## config.mk

```make
export PLATFORM = sky130hd
export DESIGN_NAME = opll_write_queue
export DESIGN_NICKNAME = d
export VERILOG_FILES = /design/src/rtl/opll_write_queue.sv
export SDC_FILE = /design/constraint.sdc
export NUM_CORES = 1
export LEC_CHECK = 0
export CAP_MARGIN = 0
export CELL_PAD_IN_SITES_DETAIL_PLACEMENT = 1
export CELL_PAD_IN_SITES_GLOBAL_PLACEMENT = 1
export CORE_MARGIN = 2
export CORE_UTILIZATION = 42
export DETAILED_ROUTE_END_ITERATION = 7
export GPL_ROUTABILITY_DRIVEN = 0
export GPL_TIMING_DRIVEN = 0
export MAX_ROUTING_LAYER = met4
export PLACE_DENSITY = 0.79
export SETUP_SLACK_MARGIN = 0.02
export SLEW_MARGIN = 40
export SYNTH_ARGS = -nofsm -noshare
export SYNTH_HDL_FRONTEND = slang
export SYNTH_SLANG_ARGS = --single-unit
```

## constraint.sdc

```tcl
create_clock -name clk -period 1.96 [get_ports clk]
set_clock_uncertainty 0.15 [all_clocks]
set_input_delay 0.392 -clock clk [delete_from_list [all_inputs] [get_ports clk]]
set_output_delay 0.392 -clock clk [all_outputs]
set_load 0.05 [all_outputs]
```

## src/rtl/opll_write_queue.sv

```systemverilog
// opll_write_queue: buffers host {A0,D} writes and replays them as paced OPLL CS_n/WR_n bus cycles
module opll_write_queue #(
    parameter int DEPTH      = 4,
    parameter int STROBE_LEN = 2,
    parameter int ADDR_WAIT  = 12,
    parameter int DATA_WAIT  = 84
) (
    input  logic                         clk,
    input  logic                         rst_n,
    input  logic                         cen,
    input  logic                         in_valid,
    input  logic                         in_a0,
    input  logic [7:0]                   in_data,
    output logic                         in_ready,
    output logic                         opll_cs_n,
    output logic                         opll_wr_n,
    output logic                         opll_a0,
    output logic [7:0]                   opll_d,
    output logic [$clog2(DEPTH+1)-1:0]   level,
    output logic                         busy,
    output logic                         overflow,
    input  logic                         clr_ovf
);
    localparam int AW   = $clog2(DEPTH);
    localparam int LW   = $clog2(DEPTH + 1);
    localparam int MAXC = (STROBE_LEN > ADDR_WAIT) ?
                          ((STROBE_LEN > DATA_WAIT) ? STROBE_LEN : DATA_WAIT) :
                          ((ADDR_WAIT > DATA_WAIT) ? ADDR_WAIT : DATA_WAIT);
    localparam int CW   = (MAXC > 1) ? $clog2(MAXC) : 1;

    localparam logic [1:0] S_IDLE   = 2'd0;
    localparam logic [1:0] S_STROBE = 2'd1;
    localparam logic [1:0] S_WAIT   = 2'd2;

    localparam logic [CW-1:0] C_STROBE = CW'(STROBE_LEN - 1);
    localparam logic [CW-1:0] C_ADDR   = CW'(ADDR_WAIT - 1);
    localparam logic [CW-1:0] C_DATA   = CW'(DATA_WAIT - 1);

    logic [8:0]    r_mem [DEPTH];
    logic [AW-1:0] r_wp, r_rp;
    logic [LW-1:0] r_level;
    logic          r_ovf;
    logic [1:0]    r_state;
    logic [CW-1:0] r_cnt;
    logic          r_cs_n, r_wr_n, r_a0;
    logic [7:0]    r_d;

    logic          w_full, w_push, w_pop;
    logic [8:0]    w_head;

    assign w_full    = (r_level == LW'(DEPTH));
    assign w_push    = in_valid & ~w_full;
    assign w_pop     = cen & (r_state == S_IDLE) & (r_level != '0);
    assign w_head    = r_mem[r_rp];

    assign in_ready  = ~w_full;
    assign level     = r_level;
    assign overflow  = r_ovf;
    assign busy      = (r_state != S_IDLE) | (r_level != '0);
    assign opll_cs_n = r_cs_n;
    assign opll_wr_n = r_wr_n;
    assign opll_a0   = r_a0;
    assign opll_d    = r_d;

    // FIFO storage: entries need no reset, occupancy is tracked by the pointers
    always_ff @(posedge clk) begin
        if (w_push) r_mem[r_wp] <= {in_a0, in_data};
    end

    // FIFO pointers, occupancy and sticky drop flag (a drop beats a clear)
    always_ff @(posedge clk or negedge rst_n) begin
        if (!rst_n) begin
            r_wp    <= '0;
            r_rp    <= '0;
            r_level <= '0;
            r_ovf   <= 1'b0;
        end else begin
            r_wp    <= r_wp + AW'(w_push);
            r_rp    <= r_rp + AW'(w_pop);
            r_level <= r_level + LW'(w_push) - LW'(w_pop);
            r_ovf   <= (in_valid & w_full) | (r_ovf & ~clr_ovf);
        end
    end

    // Bus sequencer: strobe for STROBE_LEN cen pulses, then hold off for the OPLL recovery time
    always_ff @(posedge clk or negedge rst_n) begin
        if (!rst_n) begin
            r_state <= S_IDLE;
            r_cnt   <= '0;
            r_cs_n  <= 1'b1;
            r_wr_n  <= 1'b1;
            r_a0    <= 1'b0;
            r_d     <= '0;
        end else if (cen) begin
            case (r_state)
                S_IDLE: if (w_pop) begin
                    r_a0    <= w_head[8];
                    r_d     <= w_head[7:0];
                    r_cs_n  <= 1'b0;
                    r_wr_n  <= 1'b0;
                    r_cnt   <= C_STROBE;
                    r_state <= S_STROBE;
                end
                S_STROBE: if (r_cnt == '0) begin
                    r_cs_n  <= 1'b1;
                    r_wr_n  <= 1'b1;
                    r_cnt   <= r_a0 ? C_DATA : C_ADDR;
                    r_state <= S_WAIT;
                end else begin
                    r_cnt   <= r_cnt - CW'(1);
                end
                S_WAIT: if (r_cnt == '0) r_state <= S_IDLE;
                        else r_cnt <= r_cnt - CW'(1);
                default: r_state <= S_IDLE;
            endcase
        end
    end
endmodule

```

==> key figures, run 1 <==
Floorplan
  • Die width: 87.3 microns
  • DIE HEIGHT: 87.3 microns
  • Io pins: 31
  • Row count: 30
  • Die area: 0.00762 sq mm
  • Core area: 0.00676 sq mm
  • Initial Util: 43.1%

Worst setup path
  • Flop2flop setup slack: -0.13 ns
  • CP startpoint kind: flop
  • WP data required: 1.42 ns
  • CP Max Fanout: 4
  • Critical setup path kind: reg -> out
  • CP Capture Type: output port
  • Worst Path Arrival: 1.55 ns

STA
  • Final hold violation count: 0
  • Final WS setup: -0.134 ns
  • Fin crit period: 2.09 ns
  • # setup viols final: 13
  • Period utilization: 107%
  • Achievable clock frequency: 0.478 GHz
  • Unrepaired setup endpoints after global routing: yes
  • Worst slew pin tran: 0.668 ns
  • Max-Slew Margin vs Limit: 55.5%
  • Pins Over Slew Limit: 0

Clock tree
  • Worst skew pair latency: 0.34 ns
  • CTS clk-pin slew, worst paths: 0.07 ns
  • # H-tree levels: 3
  • Root buffer cell: clkbuf_8
  • Clk buf depth: 2
  • Clock net sink count: 63
  • Cts bufs inserted: 9
  • CTS tree: done

Flow run
  • Max Cap Viol: 0

Yosys
  • Largest family of logic cells by synthesized area: multiplexers
  • Sequential area share after synthesis: 60.4%
  • Compound-gate portion of the synthesized area: 8.12%
  • Post-Synth Adder-Cell Area: 4.55%
  • Synth warn: 0
  • Async SR Flop Fraction: 42.9%
  • Post-Synth XOR/XNOR Area: 2.10%
  • Synth Area in Simple Gates: 10.6%
  • Post-Syn Area: 0.00291 sq mm
  • Top cells by count, synth: edfxtp_1, dfrtp_1, ha_1, mux2_2, mux4_2
  • Post-synth EDFFs: 36
  • Mux cell area share after synthesis: 12.0%
  • Top cell type by total area after synthesis: edfxtp_1
  • Syn_nets: 219
  • Top cell type's share of synthesized area: 37.1%
  • Most common cell in the synthesized netlist: edfxtp_1
  • Top cells by area, synth: edfxtp_1, dfrtp_1, mux4_2
  • Unique masters post-synth: 52
  • #FFs+latches synth: 63
  • Cells after Synth: 195
  • Mean area per synthesized cell: 14.9 sq um
  • Most used flip-flop cell after synthesis: edfxtp_1

Route
  • Post-Route WL: 7.43 mm
  • WL/cell: 20.7 microns
  • Vias/cell: 5.53
  • Vias post-DR: 1,979
  • DRT iter0 DRCs: 78
  • DRC: 0
  • Detail Route Antenna Nets: 0
  • DR pass1 iterations: 4

Global route
  • Vias in the first global route: 2,102
  • Tot GR Track Use: 20.1%
  • First-pass GRT wire length: 10.8 mm
  • Overflow after GRT: 0
  • Largest net degree at the start of global routing: 28
  • Initial antenna violation count: 0

Final layout
  • Final #Nets: 297
  • Layout cell share with drive strength beyond 1: 45.7%
  • N_diodes: 0
  • Area of the multi-input gates: 0.00130 sq mm
  • Area grow syn2layout: 38.9%
  • Filler Cell Count: 657
  • Sequential standard cell area: 0.00177 sq mm
  • Final core occ: 59.9%

Placed design
  • Pre-CTS WS: -0.485 ns
  • HPWL Detailed: 4.06 mm
  • Port Buf Inserts: 30

Run status
  • Failing checks: negative setup slack
  • Status: complete, but fails checks

Pwr
  • Peak supply drop: 858 uV
  • Cell area power density: 1790 mW/mm^2
  • Pleak: 1.57 nW

Worst hold path
  • Tightest Hold Check Type: reg -> reg
power breakdown:
part	total, mW	switching [mW]	leakage [nW]	internal (mW)
Combinational	3.77	2.05	0.803	1.71
Clock	1.23	0.513	0.107	0.719
Sequential	2.23	0.370	0.655	1.86
metrics by stage:
stage               hold WS (ns)  area (sq um)  power [mW]  TNS (ns)  std cells
floorplan                -0.0536          3000        4.37    -0.399        195
global placement           0.346          3400        5.12    -16.74        305
detailed placement         0.313          3400        5.21    -12.60        305
CTS                        0.364          3780        6.66    -0.256        335
global route               0.389          4050        7.62     -2.15        358
finish                     0.360          4050        7.23    -0.478        358
sequential cells by signal, summed over array words and instances, names as in the netlist:
signal / count
level: 3
opll_a0: 1
opll_d: 8
opll_wr_n: 1
overflow: 1
r_cnt: 7
r_mem: 36
r_rp: 2
r_state: 2
r_wp: 2
what timing repair did:
item	4_1_cts	5_1_grt
buffers inserted	15	24
resized for setup	46	24
pin swaps	10	9
cloned	0	0
hold endpoints to repair	26	0
setup endpoints to repair	52	11
hold buffers	1	0
kinds of logic after synthesis:
family	count (synthesis)
compound gates	32
xor+xnor	7
fa+ha+maj	10
buf+inv	16
flops	63
mux	22
simple gates	45
critical path: stages (launching register included):
cell and delay, ns:
dfrtp_1 0.40, inv_2 0.10, ha_4 0.17, nor4b_4 0.30
inv_4 0.08, buf_8 0.16
per-layer routing:
layer / routed length (microns) / global-route usage (%)
met5: 0 / -
met2: 4080 / 34.2
met3: 207 / 5.97
met4: 100 / 6.29
met1: 3040 / 22.7
path summary, 6_finish.rpt:
path / cells past startpoint / end / from
worst max-delay path: 5 / busy / r_state[0]
worst min-delay path: 1 / opll_d[2] / opll_d[2]
worst max register to register: 9 / level[2] / level[0]
worst min register to register: 1 / opll_d[2] / opll_d[2]
max in group asynchronous: 2 / level[0] / rst_n
min in group asynchronous: 2 / r_state[1] / rst_n
layout by cell type, fill, tap and decap left out, drive strengths merged, types with 3 or more instances in the layout:
cell,count
a21oi,7
buf,44
clkbuf,14
clkdlybuf4s50,11
clkinv,3
dfrtp,26
dlygate4sd2,11
edfxtp,36
ha,9
inv,10
mux2,11
mux4,9
nand2,7
nand3,4
nor2,8
nor3,6
nor3b,5
o211ai,5
o21ai,6
xnor2,4
xor2,3
final cells by class:
cell class / count / area share, %
Tap cell: 80 / 2.47
Clock inverter: 5 / 2.04
Clock buffer: 11 / 3.25
Timing Repair Buffer: 69 / 14.7
Multi-Input combinational cell: 116 / 32.1
Buffer: 4 / 0.680
Sequential cell: 63 / 43.7
Inverter: 10 / 1.11
Power figures use the tool's default switching activity.
==> run 2: changes to the inputs <==
--- a/config.mk
+++ b/config.mk
@@ -5,11 +5,12 @@
 export SDC_FILE = /design/constraint.sdc
 export NUM_CORES = 1
 export LEC_CHECK = 0
+export ABC_AREA = 1
 export CAP_MARGIN = 0
 export CELL_PAD_IN_SITES_DETAIL_PLACEMENT = 1
 export CELL_PAD_IN_SITES_GLOBAL_PLACEMENT = 1
 export CORE_MARGIN = 2
-export CORE_UTILIZATION = 42
+export CORE_UTILIZATION = 40
 export DETAILED_ROUTE_END_ITERATION = 7
 export GPL_ROUTABILITY_DRIVEN = 0
 export GPL_TIMING_DRIVEN = 0
==> run 2 against run 1 <==
  * The flow still finishes with violations (negative setup slack)
  * Non-clock buffer count down 29
  * Worst setup slack better by 0.13 ns
  * Sequential power down 3%
  * Via count up 4.0%
  * Register-to-register slack better by 0.13 ns
  * Power down 6.0%
==> key figures, run 2 <==
Global route
  • Overflow after GRT: 0 (unchanged)
  • First-pass GRT wire length: 10.7 mm (-1.6%)
  • Largest net degree at the start of global routing: 28 (unchanged)
  • Tot GR Track Use: 18.9% (-1.1 points)
  • Initial antenna violation count: 0 (unchanged)
  • Vias in the first global route: 2,184 (+3.9%)

Worst hold path
  • Endpoint, Worst Hold: opll_d[2]
  • Worst Hold Launch: opll_d[2]
  • Worst Hold Depth: 2 (+1)
  • Tightest Hold Check Type: reg -> reg

Clock tree
  • Cts bufs inserted: 9 (unchanged)
  • Worst skew pair latency: 0.34 ns (about the same)
  • Root buffer cell: clkbuf_8
  • Clk buf depth: 2 (unchanged)
  • CTS tree: done
  • # H-tree levels: 3 (unchanged)
  • CTS clk-pin slew, worst paths: 0.07 ns (about the same)
  • Clock net sink count: 63 (unchanged)

Yosys
  • Most used flip-flop cell after synthesis: edfxtp_1
  • Syn_nets: 291 (+33%)
  • Post-Syn Area: 0.00285 sq mm (-2.1%)
  • Mean area per synthesized cell: 10.7 sq um (-29%)
  • Top cells by area, synth: edfxtp_1, dfrtp_1, nand2_1
  • Unique masters post-synth: 33 (-37%)
  • #FFs+latches synth: 63 (unchanged)
  • Mux cell area share after synthesis: 0% (-12 points)
  • Top cells by count, synth: nand2_1, edfxtp_1, dfrtp_1
  • Synth warn: 0 (unchanged)
  • Most common cell in the synthesized netlist: nand2_1
  • Largest family of logic cells by synthesized area: simple AND/OR/NAND/NOR gates
  • Post-Synth XOR/XNOR Area: 2.15% (+0.045 points)
  • Sequential area share after synthesis: 61.6% (+1.3 points)
  • Synth Area in Simple Gates: 20.0% (+9.4 points)
  • Post-synth EDFFs: 36 (unchanged)
  • Compound-gate portion of the synthesized area: 7.24% (-0.88 points)
  • Async SR Flop Fraction: 42.9% (unchanged)
  • Cells after Synth: 267 (+37%)
  • Top cell type's share of synthesized area: 37.9% (+0.80 points)
  • Top cell type by total area after synthesis: edfxtp_1
  • Post-Synth Adder-Cell Area: 4.65% (+0.098 points)

STA
  • # setup viols final: 1 (-12)
  • Worst slew pin tran: 0.657 ns (-0.0107 ns)
  • Pins Over Slew Limit: 0 (unchanged)
  • Hold Slack: 0.331 ns (-0.0295 ns)
  • Achievable clock frequency: 0.509 GHz (+6.6%)
  • Unrepaired setup endpoints after global routing: yes
  • Period utilization: 100% (-6.6 points)
  • Final WS setup: -0.00363 ns (+0.130 ns)
  • Final hold violation count: 0 (unchanged)
  • Fin crit period: 1.96 ns (-0.130 ns)
  • Max-Slew Margin vs Limit: 56.2% (+0.71 points)

Pwr
  • Cell area power density: 1860 mW/mm^2 (+4.1%)
  • Pleak: 1.56 nW (-0.24%)
  • Peak supply drop: 729 uV (-15%)

Route
  • DRT iter0 DRCs: 111 (+42%)
  • DRC: 0 (unchanged)
  • Vias/cell: 4.94 (-11%)
  • Vias post-DR: 2,058 (+4.0%)
  • Detail Route Antenna Nets: 0 (unchanged)
  • Post-Route WL: 6.70 mm (-9.8%)
  • WL/cell: 16.1 microns (-23%)
  • DR pass1 iterations: 4 (unchanged)

Floorplan
  • DIE HEIGHT: 88.4 microns (+1.3%)
  • Core area: 0.00683 sq mm (+1.1%)
  • Row count: 30 (unchanged)
  • Die area: 0.00782 sq mm (+2.7%)
  • Initial Util: 41.7% (-1.4 points)
  • Die width: 88.4 microns (+1.3%)
  • Io pins: 31 (unchanged)

Worst setup path
  • R2R Path Start: r_state[0]
  • CP Capture Type: flop
  • CP startpoint kind: flop
  • Critical setup path kind: reg -> reg
  • Crit path cell chain: inv_2 -> ha_4 -> nand2_4 -> nor2_4 -> clkinv_4 -> nand2_2 -> nand2_1 -> ha_2 -> fa_2 -> xor2_1
  • Worst R2R End: level[2]
  • WP data required: 2.03 ns (+0.61 ns)
  • Flop2flop setup slack: -0.004 ns (+0.13 ns)
  • Reg2Reg Depth: 10 (+1)
  • Worst path slowest cell: dfrtp_1
  • CP Max Fanout: 3 (-1)
  • Max stage delay on crit path: 0.41 ns (about the same)
  • Worst Path Arrival: 2.03 ns (+0.48 ns)

Final layout
  • Finished layout cell area: 0.00365 sq mm (-9.7%)
  • Final #Nets: 340 (+14%)
  • N_diodes: 0 (unchanged)
  • Most frequent cells in the layout: nand2_1, edfxtp_1, dfrtp_1
  • Area grow syn2layout: 28.1%
  • Commonest non-fill, non-tap cell in the layout: nand2_1
  • Non-Filler Instances: 417 (+16%)
  • Largest reg by FF count: r_mem
  • Max reg flops: 36 (unchanged)
  • Layout cell share with drive strength beyond 1: 21.5% (-24 points)

Run status
  • Failing checks: negative setup slack
  • Status: complete, but fails checks

Placed design
  • Cell Area, Placed: 0.00332 sq mm (-2.4%)
  • Port Buf Inserts: 30 (unchanged)
  • Pre-CTS WS: -0.550 ns (-0.0647 ns)
  • HPWL Detailed: 4.27 mm (+5.0%)
  • Inst Count DP: 393 (+29%)

Flow run
  • Max Cap Viol: 0 (unchanged)
## run 2: cell count changes after synthesis, sizes merged, moves of 5 or more
cell	change
nand2	+66
o21ai	+19
nor2	+18
inv	+12
mux2	-11
mux4	-9
nand3	+9
o22ai	+7
a21oi	-5
nor3b	-5
o211ai	-5
## run 2: per-layer routing
layer  wire, microns  part of all wire (%)  track usage [%]  up-vias
li1                -                     -                -      998
met1            2870                    43             22.4     1013
met2            3520                    53             30.8       31
met3             198                   3.0             4.38       16
met4             109                   1.6             8.82        0
met5               0                     0                -        -
## run 2: cells by family after synthesis
group | count (synthesis)
flops | 63
xor+xnor | 7
fa+ha+maj | 10
buf+inv | 30
simple gates | 121
compound gates | 36
## run 2: where the power goes
| group | total, mW | switching (mW) | internal (mW) | leakage [nW] |
|---|---|---|---|---|
| Combinational | 3.39 | 2.29 | 1.10 | 0.791 |
| Sequential | 2.16 | 0.299 | 1.86 | 0.663 |
| Clock | 1.25 | 0.503 | 0.744 | 0.108 |
| Total | 6.79 | 3.09 | 3.70 | 1.56 |
## run 2: per-stage QoR
stage                     setup TNS [ns]  power [mW]  util, %
after detailed placement          -11.09        5.43     48.5
after global placement            -15.14        5.30     48.6
after floorplan                   -0.212        4.50        -
after CTS                        -0.0497        6.69     52.6
final                           -0.00363        6.79     53.5
after global routing              -0.139        7.26     53.5
## run 2: layout make-up
type / instances / area, sq um
Clock inverter: 6 / 83.8
Buffer: 6 / 30.0
Sequential cell: 63 / 1760
Timing Repair Buffer: 38 / 334
Clock buffer: 10 / 138
Multi-Input combinational cell: 174 / 1090
Inverter: 24 / 97.6
Tap cell: 96 / 120
Fill cell: 754 / 3180
## run 2: worst max-delay path, delay by kind of cell, from the launching register on
kind	cells	cell delay, ns
adders and majority gates	3	0.65
and+or+nand+nor	4	0.32
xor gates and xnor gates	1	0.14
DFF	1	0.41
buffers and inverters	2	0.16
## run 2: how the worst max path moves through the flow
stage               startpoint       end  slack, ns
global route        r_state[0]  level[2]      -0.09
CTS                   level[1]      busy      -0.03
global placement           cen  level[2]      -0.53
floorplan             level[1]  level[2]      -0.12
finish              r_state[0]  level[2]     -0.004
detailed placement         cen  level[2]      -0.55
## run 2: timing repair
item	4_1_cts	5_1_grt
pin swaps	3	2
endpoints found under the setup margin	20	4
hold buffers	1	0
setup buffers	3	4
endpoints found under the hold margin	26	0
gates resized for setup	35	9
==> run 3: changes to the inputs <==
--- a/config.mk
+++ b/config.mk
@@ -16,6 +16,7 @@
 export GPL_TIMING_DRIVEN = 0
 export MAX_ROUTING_LAYER = met4
 export PLACE_DENSITY = 0.79
+export RECOVER_POWER = 50
 export SETUP_SLACK_MARGIN = 0.02
 export SLEW_MARGIN = 40
 export SYNTH_ARGS = -nofsm -noshare
==> run 3 against run 2 <==
  * The flow still finishes with violations (negative setup slack)
  * Register-to-register slack hardly changed
  * Power about the same
  * Global-route usage unchanged
  * Count of clock-buffer cells in the layout unchanged
  * Clock power is essentially flat
  * Sequential share of layout area unchanged
  * Fmax unchanged
  * Combinational power is essentially flat
  * Hold slack hardly changed
  * Cell count is the same
  * Routed wire length is essentially flat
==> key figures, run 3 (synthesis results as in run 2) <==
Clock tree
  • Root buffer cell: clkbuf_8
  • Cts bufs inserted: 9 (unchanged)
  • Worst skew pair latency: 0.34 ns (about the same)
  • Clock net sink count: 63 (unchanged)
  • # H-tree levels: 3 (unchanged)
  • CTS clk-pin slew, worst paths: 0.07 ns (about the same)
  • Clk buf depth: 2 (unchanged)
  • CTS tree: done

Worst setup path
  • Worst R2R End: level[2]
  • Max stage delay on crit path: 0.41 ns (about the same)
  • Worst path slowest cell: dfrtp_1
  • CP endpoint: level[2]
  • Reg2Reg Depth: 10 (unchanged)
  • Setup crit start: r_state[0]
  • Flop2flop setup slack: -0.004 ns (about the same)
  • WP data required: 2.03 ns (about the same)
  • Worst path top cell family by delay: adder cells
  • Cell count along the critical path: 10 (unchanged)
  • Buf/Inv on CP: 2 (unchanged)
  • R2R Path Start: r_state[0]
  • CP startpoint kind: flop
  • CP Capture Type: flop
  • Crit path cell chain: inv_2 -> ha_4 -> nand2_4 -> nor2_4 -> clkinv_4 -> nand2_2 -> nand2_1 -> ha_2 -> fa_2 -> xor2_1
  • CP Max Fanout: 3 (unchanged)
  • Worst Path Arrival: 2.03 ns (about the same)
  • Critical setup path kind: reg -> reg

Final layout
  • Final #Nets: 340 (unchanged)
  • N_diodes: 0 (unchanged)
  • Max reg flops: 36 (unchanged)
  • Filler Cell Count: 754 (unchanged)
  • Final core occ: 53.5% (unchanged)
  • Commonest non-fill, non-tap cell in the layout: nand2_1
  • Largest reg by FF count: r_mem
  • Layout cell share with drive strength beyond 1: 21.5% (unchanged)
  • Most frequent cells in the layout: nand2_1, edfxtp_1, dfrtp_1
  • Area grow syn2layout: 28.1% (unchanged)

STA
  • Pins Over Slew Limit: 0 (unchanged)
  • Max-Slew Margin vs Limit: 56.2% (about the same)
  • Fin crit period: 1.96 ns (unchanged)
  • Final WS setup: -0.00363 ns (unchanged)
  • Worst slew pin tran: 0.657 ns (+0.0000194 ns)
  • Final hold violation count: 0 (unchanged)
  • Achievable clock frequency: 0.509 GHz (unchanged)
  • # setup viols final: 1 (unchanged)
  • Unrepaired setup endpoints after global routing: yes
  • Period utilization: 100% (unchanged)

Global route
  • Tot GR Track Use: 18.9% (unchanged)
  • Initial antenna violation count: 0 (unchanged)
  • Overflow after GRT: 0 (unchanged)
  • First-pass GRT wire length: 10.7 mm (unchanged)
  • Vias in the first global route: 2,184 (unchanged)
  • Largest net degree at the start of global routing: 28 (unchanged)

Pwr
  • Peak supply drop: 729 uV (about the same)
  • Design Power: 6.79 mW (about the same)
  • Pleak: 1.56 nW (+0.15%)
  • Cell area power density: 1860 mW/mm^2 (about the same)

Floorplan
  • Die width: 88.4 microns (unchanged)
  • Die area: 0.00782 sq mm (unchanged)
  • Core area: 0.00683 sq mm (unchanged)
  • Io pins: 31 (unchanged)
  • Row count: 30 (unchanged)
  • Initial Util: 41.7% (unchanged)
  • DIE HEIGHT: 88.4 microns (unchanged)

Flow run
  • Max Cap Viol: 0 (unchanged)

Placed design
  • HPWL Detailed: 4.27 mm (unchanged)
  • Port Buf Inserts: 30 (unchanged)

Route
  • Vias post-DR: 2,059 (+0.049%)
  • Vias/cell: 4.94 (about the same)
  • Detail Route Antenna Nets: 0 (unchanged)
  • DRT iter0 DRCs: 111 (unchanged)
  • Post-Route WL: 6.70 mm (about the same)
  • DR pass1 iterations: 4 (unchanged)
  • DRC: 0 (unchanged)
  • WL/cell: 16.1 microns (about the same)

Run status
  • Failing checks: negative setup slack
  • Status: complete, but fails checks

Worst hold path
  • Tightest Hold Check Type: reg -> reg
-- run 3: changes by cell type in the layout (fill, tap and decap cells not counted), sizes merged --
| cell | delta |
|---|---|
| dlygate4sd3 | +9 |
| clkdlybuf4s50 | -9 |
-- run 3: how the worst min path moves through the flow --
stage | depth (start not counted) | startpoint | to
floorplan | 0 | rst_n | level[0]
global placement | 2 | opll_d[3] | opll_d[3]
detailed placement | 1 | rst_n | r_cnt[4]
CTS | 2 | opll_d[3] | opll_d[3]
global route | 2 | opll_d[6] | opll_d[6]
finish | 2 | opll_d[2] | opll_d[2]
-- run 3: worst reg2reg max path: cells and delay by family, from the launching register on --
| family | cells | cell delay (ns) |
|---|---|---|
| simple gates | 4 | 0.32 |
| buf+inv | 2 | 0.16 |
| xor+xnor | 1 | 0.14 |
| fa+ha+maj | 3 | 0.65 |
| flops | 1 | 0.41 |
-- run 3: per-layer routing --
| metal | track usage, % | up-vias | share of wire, % |
|---|---|---|---|
| li1 | - | 997 | - |
| met1 | 22.4 | 1017 | 43 |
| met2 | 30.8 | 29 | 53 |
| met3 | 4.38 | 16 | 2.9 |
| met4 | 8.82 | 0 | 1.6 |
| met5 | - | - | 0 |
-- run 3: cell type report --
type	count	area, sq um	share of cell area [%]
Clock inverter	6	83.8	2.30
Inverter	24	97.6	2.67
Sequential cell	63	1760	48.2
Buffer	6	30.0	0.822
Clock buffer	10	138	3.77
Timing Repair Buffer	38	334	9.15
Tap cell	96	120	3.29
Multi-Input combinational cell	174	1090	29.8
-- run 3: timing repair --
action                                  CTS  global route
pin swaps                                 3             2
setup buffers                             3             4
hold buffers                              1             0
endpoints found under the setup margin   20             4
gates resized for setup                  35             9
hold endpoints to repair                 26             0
-- run 3: report_power, final --
group,leakage [nW],internal [mW],switching [mW],total (mW)
logic,0.794,1.10,2.29,3.39
clock network,0.108,0.744,0.503,1.25
registers,0.663,1.86,0.299,2.16
-- run 3: stage by stage --
stage	setup WS, ns	cells	area, sq um	setup TNS (ns)	hold WS (ns)
2_1_floorplan	-0.117	267	2900	-0.212	-0.0536
3_3_place_gp	-0.527	393	3320	-15.14	0.314
3_5_place_dp	-0.550	393	3320	-11.09	0.317
4_1_cts	-0.0263	413	3590	-0.0497	0.339
5_1_grt	-0.0873	417	3650	-0.139	0.374
6_report	-0.00363	417	3650	-0.00363	0.331
